## src/rtl/reset_sequencer.sv

```systemverilog
// Staged reset release for up to four clock-domain resets, restartable by a debounced
// push button or a single-cycle software request.
module reset_sequencer #(
  parameter int unsigned CLOCK_HZ        = 48000000,
  parameter int unsigned NUM_STAGES      = 3,
  parameter int unsigned STAGE_CYCLES    = 255,
  parameter int unsigned DEBOUNCE_CYCLES = CLOCK_HZ / 1000
) (
  input  logic                  clk,
  input  logic                  rst_n,
  input  logic                  btn_n,
  input  logic                  soft_req,
  output logic [NUM_STAGES-1:0] stage_reset,
  output logic                  busy,
  output logic [1:0]            stage_idx,
  output logic                  counter_non_zero
);

  localparam int unsigned CntW = (STAGE_CYCLES > 1) ? $clog2(STAGE_CYCLES) : 1;
  localparam logic [CntW-1:0] CntLoad = CntW'(STAGE_CYCLES - 1);
  localparam int unsigned DebW = $clog2(DEBOUNCE_CYCLES + 1);
  localparam logic [DebW-1:0] DebMax = DebW'(DEBOUNCE_CYCLES);
  localparam logic [DebW-1:0] DebFire = DebW'(DEBOUNCE_CYCLES - 1);
  localparam logic [1:0] LastIdx = 2'(NUM_STAGES - 1);

  typedef enum logic [0:0] {StSeq, StRun} state_e;

  state_e          state_q;
  logic [CntW-1:0] cnt_q;
  logic [1:0]      btn_sync_q;
  logic [DebW-1:0] deb_cnt_q;
  logic            btn_s;
  logic            press;
  logic            restart;

  // Synchronizer flops reset to 1 so a held-low reset never looks like a press.
  always_ff @(posedge clk or negedge rst_n) begin
    if (!rst_n) begin
      btn_sync_q <= 2'b11;
    end else begin
      btn_sync_q <= {btn_sync_q[0], btn_n};
    end
  end

  assign btn_s = btn_sync_q[1];

  // Count saturates at DebMax so a long press fires exactly once.
  always_ff @(posedge clk or negedge rst_n) begin
    if (!rst_n) begin
      deb_cnt_q <= '0;
    end else if (btn_s) begin
      deb_cnt_q <= '0;
    end else if (deb_cnt_q != DebMax) begin
      deb_cnt_q <= deb_cnt_q + 1'b1;
    end
  end

  assign press   = !btn_s && (deb_cnt_q == DebFire);
  assign restart = press || soft_req;

  always_ff @(posedge clk or negedge rst_n) begin
    if (!rst_n) begin
      state_q     <= StSeq;
      stage_reset <= '1;
      busy        <= 1'b1;
      stage_idx   <= 2'd0;
      cnt_q       <= CntLoad;
    end else if (restart) begin
      state_q     <= StSeq;
      stage_reset <= '1;
      busy        <= 1'b1;
      stage_idx   <= 2'd0;
      cnt_q       <= CntLoad;
    end else begin
      unique case (state_q)
        StSeq: begin
          if (cnt_q == '0) begin
            // Bit 0 releases first, so shifting in zeros from the bottom works.
            stage_reset <= stage_reset << 1;
            stage_idx   <= (stage_idx == 2'd3) ? 2'd3 : stage_idx + 2'd1;
            if (stage_idx == LastIdx) begin
              state_q <= StRun;
              busy    <= 1'b0;
              cnt_q   <= '0;
            end else begin
              cnt_q <= CntLoad;
            end
          end else begin
            cnt_q <= cnt_q - 1'b1;
          end
        end
        StRun: begin
          cnt_q <= '0;
        end
        default: begin
          state_q <= StSeq;
        end
      endcase
    end
  end

  assign counter_non_zero = |cnt_q;

endmodule
```

## config.mk

```make
export PLATFORM = sky130hd
export DESIGN_NAME = reset_sequencer
export DESIGN_NICKNAME = d
export VERILOG_FILES = /design/src/rtl/reset_sequencer.sv
export SDC_FILE = /design/constraint.sdc
export NUM_CORES = 1
export LEC_CHECK = 0
export ABC_AREA = 1
export BUFFER_PORTS_ARGS = -buffer_cell sky130_fd_sc_hd__buf_2
export CELL_PAD_IN_SITES_DETAIL_PLACEMENT = 0
export CELL_PAD_IN_SITES_GLOBAL_PLACEMENT = 1
export CORE_MARGIN = 2
export CORE_UTILIZATION = 45
export CTS_CLUSTER_DIAMETER = 80
export CTS_CLUSTER_SIZE = 20
export DETAILED_ROUTE_END_ITERATION = 10
export GPL_ROUTABILITY_DRIVEN = 0
export PLACE_DENSITY = 0.84
export SYNTH_ARGS = -nofsm -noshare
export SYNTH_HDL_FRONTEND = slang
export SYNTH_SLANG_ARGS = --single-unit
```

## constraint.sdc

```tcl
create_clock -name clk -period 1.71 [get_ports clk]
set_input_delay 0.0855 -clock clk [delete_from_list [all_inputs] [get_ports clk]]
set_output_delay 0.0855 -clock clk [all_outputs]
set_load 0.005 [all_outputs]
```

Yosys cells after proc, flatten, opt, wreduce, memory -nomap -nowiden --
Index checks and enable logic that the tools add are counted.
Word-level totals: register bits after elaboration 33, input bits 4
Operators by class: add/subtract/negate cells 3, equality and inequality tests 5, mux-type cells 21, bitwise gates (word level) 1, reductions and logical operators 10
Operator list (count):
- 2-to-1 mux 16 bit | 2
- 2-to-1 mux 8 bit | 3
- adder 16 x 1 -> 16 bit (second input constant) | 1
- equality test 16 bit (second input constant) | 1
- inequality test 16 bit (second input constant) | 1
- case mux 8 bit (2 select lines) | 1
- 2-to-1 mux 3 bit | 3
- logical NOT 8 bit | 1
- 2-to-1 mux 1 bit | 8
- 2-to-1 mux 2 bit | 4
- OR reduction 8 bit | 1
- subtractor 8 x 1 -> 8 bit (second input constant) | 1
- nonzero test 2 bit | 3
- equality test 2 bit (second input constant) | 2
- AND reduction 3 bit | 1
- adder 2 x 1 -> 2 bit (second input constant) | 1
- inequality test 2 x 1 -> 1 bit (second input constant) | 1
- AND reduction 2 bit | 1
- logical AND 1 bit | 1
- logical NOT 1 bit | 1
- logical OR 1 bit | 1
- NOT 1 bit | 1

Depth between registers and ports, before layout --
word-level depth 5, mapped depth 9, mapped depth without buffers 9

Worst setup path before layout --
No wires, ideal clock.
kind reg-to-reg, start point register cnt_q[1], end point register stage_idx[1], arrival 1.360 ns, required time 1.645 ns, slack 0.285 ns, stages on the path, launching flop included 10, buffers on the path 0, clock period less this slack 1.425 ns, path through dfstp_2 > inv_1 > ha_1 > nand3_2 > nor2_2 > inv_1 > nand3_4 > nand2_2 > nand2_1 > nand2_1
On the way: cells in the longest elaborated chain, start to end 3
Ends and longest elaborated chain:
- from (decl) | line 29 | logic [CntW-1:0] cnt_q;
- from (signal assigned) | line 67 | cnt_q <= CntLoad;
- from (signal assigned) | line 73 | cnt_q <= CntLoad;
- from (signal assigned) | line 86 | cnt_q <= CntLoad;
- logical NOT 8 bit | line 77 | if (cnt_q == '0) begin
- nonzero test 2 bit (no source line)
- AND reduction 2 bit (no source line)
- to (signal assigned) | line 80 | stage_idx <= (stage_idx == 2'd3) ? 2'd3 : stage_idx + 2'd1;
- to (decl) | line 15 | output logic [1:0] stage_idx,
No other way between the ends. A chain may end at the register's enable or synchronous reset.

Final worst setup path --
start point register cnt_q[1], end point output counter_non_zero
On the way: cells in the longest elaborated chain, start to end 1
Ends and longest elaborated chain:
- OR reduction 8 bit | line 102 | assign counter_non_zero = |cnt_q;
- to (decl) | line 16 | output logic counter_non_zero
No other way between the ends.

==> out/summary.txt <==
Outcome - completed
Final Instance Area - 0.002028 mm^2
Ys async rst share - 100.0%
FF-to-FF End - stage_idx[1]$_DFFE_PN0P_
Ranking of synthesized cells by area - dfrtp_1 (28%), dfstp_2 (19%), nand2_1 (7.5%)
WL/cell - 10.66 um
Leak pwr - 0.0009248 uW
Top FF cell, synth - dfrtp_1
Reg2reg start - cnt_q[1]$_DFF_PN1_
Clock Path Buffers - 2
Cell Area, Placed - 0.001913 mm^2
Final slew viol count - 0
Area of the core - 0.003744 mm^2
Share of cells above drive strength 1 - 25.64%
Final Hold Fails - 0
Worst r2r path cells - 9
CTS H-tree lvls - 2
WP depth - 6
Crit path from - cnt_q[1]$_DFF_PN1_
Critical-path cell list - inv_1 -> ha_1 -> nand3_2 -> nor2_4 -> inv_1 -> buf_2
First-pass GRT wire length - 5.540 mm
Vias - 1,310
R2R Setup Slk - 0.17 ns
# DRC - 0
Fmax - 622.7 MHz
GRT Total Usage - 16.68%
Die width - 67.23 um
Syn Nets - 221
CP required - 1.62 ns
CP max FO - 3
Clock-pin slew on the worst setup and hold paths - 0.06 ns
Fraction of the cycle the final worst path needs - 93.92%
Worst Hold Class - input pin to register
CP max-delay cell - dfstp_2
Max-Cap Viols - 0
WL final - 3.007 mm
Netlist Area Pre-Place - 0.001799 mm^2
Clk_skew - 0.006120 ns
Largest area contributor in the synthesized netlist - dfrtp_1
Synth Instances - 214
Setup fix buffers added after clock tree synthesis - 0
Most instantiated cells after synthesis - nand2_1 (36), nor2_1 (32), inv_1 (30), dfrtp_1 (20)
Worst Max-Slew Pin Slew - 0.7069 ns
Row cnt - 22
TNS Setup - 0 ns
Vias in the first global route - 1,243
Pre-antenna DRT Iters - 4
Syn Area/Cell - 8.408 um^2
Vias per inst - 4.645
# clock sinks - 33
Peak supply drop - 0.0005210 V
Area of the die - 0.004520 mm^2
# diodes - 0
Largest net degree at the start of global routing - 34
Sequential share of the synthesized area - 46.80%
Antenna viol nets, final - 0
Post-DP HPWL - 2.218 mm
Crit Path Category - register to output port
Starting Density - 48.06%
Crit path to - counter_non_zero
Die Y - 67.23 um
CP arrival - 1.52 ns
Slew HR - 52.87%
Total grt overflow - 0
Clock latency on the worst-skew pair - 0.28 ns
Final Critical Period - 1.606 ns
Tot Pwr - 1551 uW
Top delay family on crit path - flip-flops
Unique masters post-synth - 28
CP endpoint kind - output port
Area growth syn-to-layout - 12.73%
Critical Path Start Type - register
Yosys warning total - 0
Initial DRC count - 88
Area fraction of the dominant cell type after synthesis - 27.82%
Most common cell in the netlist - nand2_1
Setup violators final - 0
Root Driver - clkbuf_8
RSZ-0062 raised after global routing - no
CTS tree - yes
Total CTS buffers - 5
Worst Path Buf+Inv - 3
Nets@finish - 240
P per Cell Area - 764.5 mW/mm^2
Port Buf Inserts - 10
Crit path largest cell delay - 0.53 ns
Register bit total from synthesis - 33
Number of flops mapped to enable cells by yosys - 0
Critical path's most frequent cell - inv_1
Initial antenna violation count - 0
I/O pins - 11
-- where the power goes --
part | internal, uW | switching [uW]
clock network | 328 | 261
logic | 46.8 | 72.7
registers | 818 | 23.8
total | 1190 | 358
-- layer usage --
| metal | part of all wire [%] | GRT usage, % |
|---|---|---|
| met5 | 0 | 0 |
| met4 | 1.5 | 7.653 |
| met3 | 3.1 | 5.000 |
| met2 | 42 | 23.89 |
| met1 | 53 | 23.16 |
-- final cells by class --
class,count,area [um^2]
Timing Repair Buffer,13,77.57
Sequential cell,33,842.1
Clock buffer,8,90.09
Fill cell,375,1715
Tap cell,48,60.06
Multi-Input combinational cell,148,838.3
Inverter,32,120.1
-- through the flow --
stage	hold slack (ns)	utilization, %	std cells	setup WS (ns)
2_1_floorplan	-0.2101	-	214	0.2848
3_3_place_gp	0.1837	51.10	272	0.1228
3_5_place_dp	0.1815	51.10	272	0.1128
4_1_cts	0.2905	54.04	282	0.08111
5_1_grt	0.3076	54.18	282	0.003767
6_report	0.2924	54.18	282	0.1040
-- flip-flops by register name, summed over array words and instances (netlist names) --
register / flops
deb_cnt_q: 16
cnt_q: 8
stage_reset: 3
btn_sync_q: 2
stage_idx: 2
busy: 1
state_q: 1
-- placed cells by master, fill, tap and decap left out, types with 3 or more instances in the layout --
master | Yosys | routed
a21oi_1 | 8 | 8
buf_2 | 0 | 10
clkbuf_8 | 0 | 6
dfrtp_1 | 20 | 20
dfstp_2 | 13 | 13
ha_1 | 3 | 3
inv_1 | 30 | 30
nand2_1 | 36 | 36
nand2_2 | 5 | 5
nand3_1 | 13 | 13
nand3_2 | 3 | 3
nand4_1 | 5 | 5
nor2_1 | 32 | 32
nor2_2 | 11 | 10
nor2_4 | 2 | 3
nor3_1 | 4 | 4
o21ai_0 | 9 | 9
xor2_1 | 5 | 5
-- worst min path at each step --
stage / start / cells past startpoint / endpoint
after floorplan: rst_n / 0 / cnt_q[0]$_DFF_PN0_
after global placement: rst_n / 1 / deb_cnt_q[0]$_DFFE_PN0P_
after detailed placement: rst_n / 1 / deb_cnt_q[1]$_DFFE_PN0P_
after CTS: soft_req / 5 / stage_reset[2]$_DFFE_PN1P_
after global routing: soft_req / 5 / stage_reset[2]$_DFFE_PN1P_
final: soft_req / 5 / stage_reset[2]$_DFFE_PN1P_
-- timing repair --
action | CTS | global route
hold buffers | 2 | 0
resized for setup | 0 | 1
endpoints found under the hold margin | 21 | 0
endpoints found under the setup margin | 0 | 2
-- cell families after synthesis --
family	share of synthesized area (%)
simple gates	34.01
compound gates	7.302
xor+xnor	2.921
buf+inv	6.885
fa+ha+maj	2.086
flops	46.80
-- worst min-delay path: cells and delay by family --
family                 cells  cell delay [ns]
and+or+nand+nor            3             0.24
buffers and inverters      2             0.21
(Power assumes the default switching activity.)
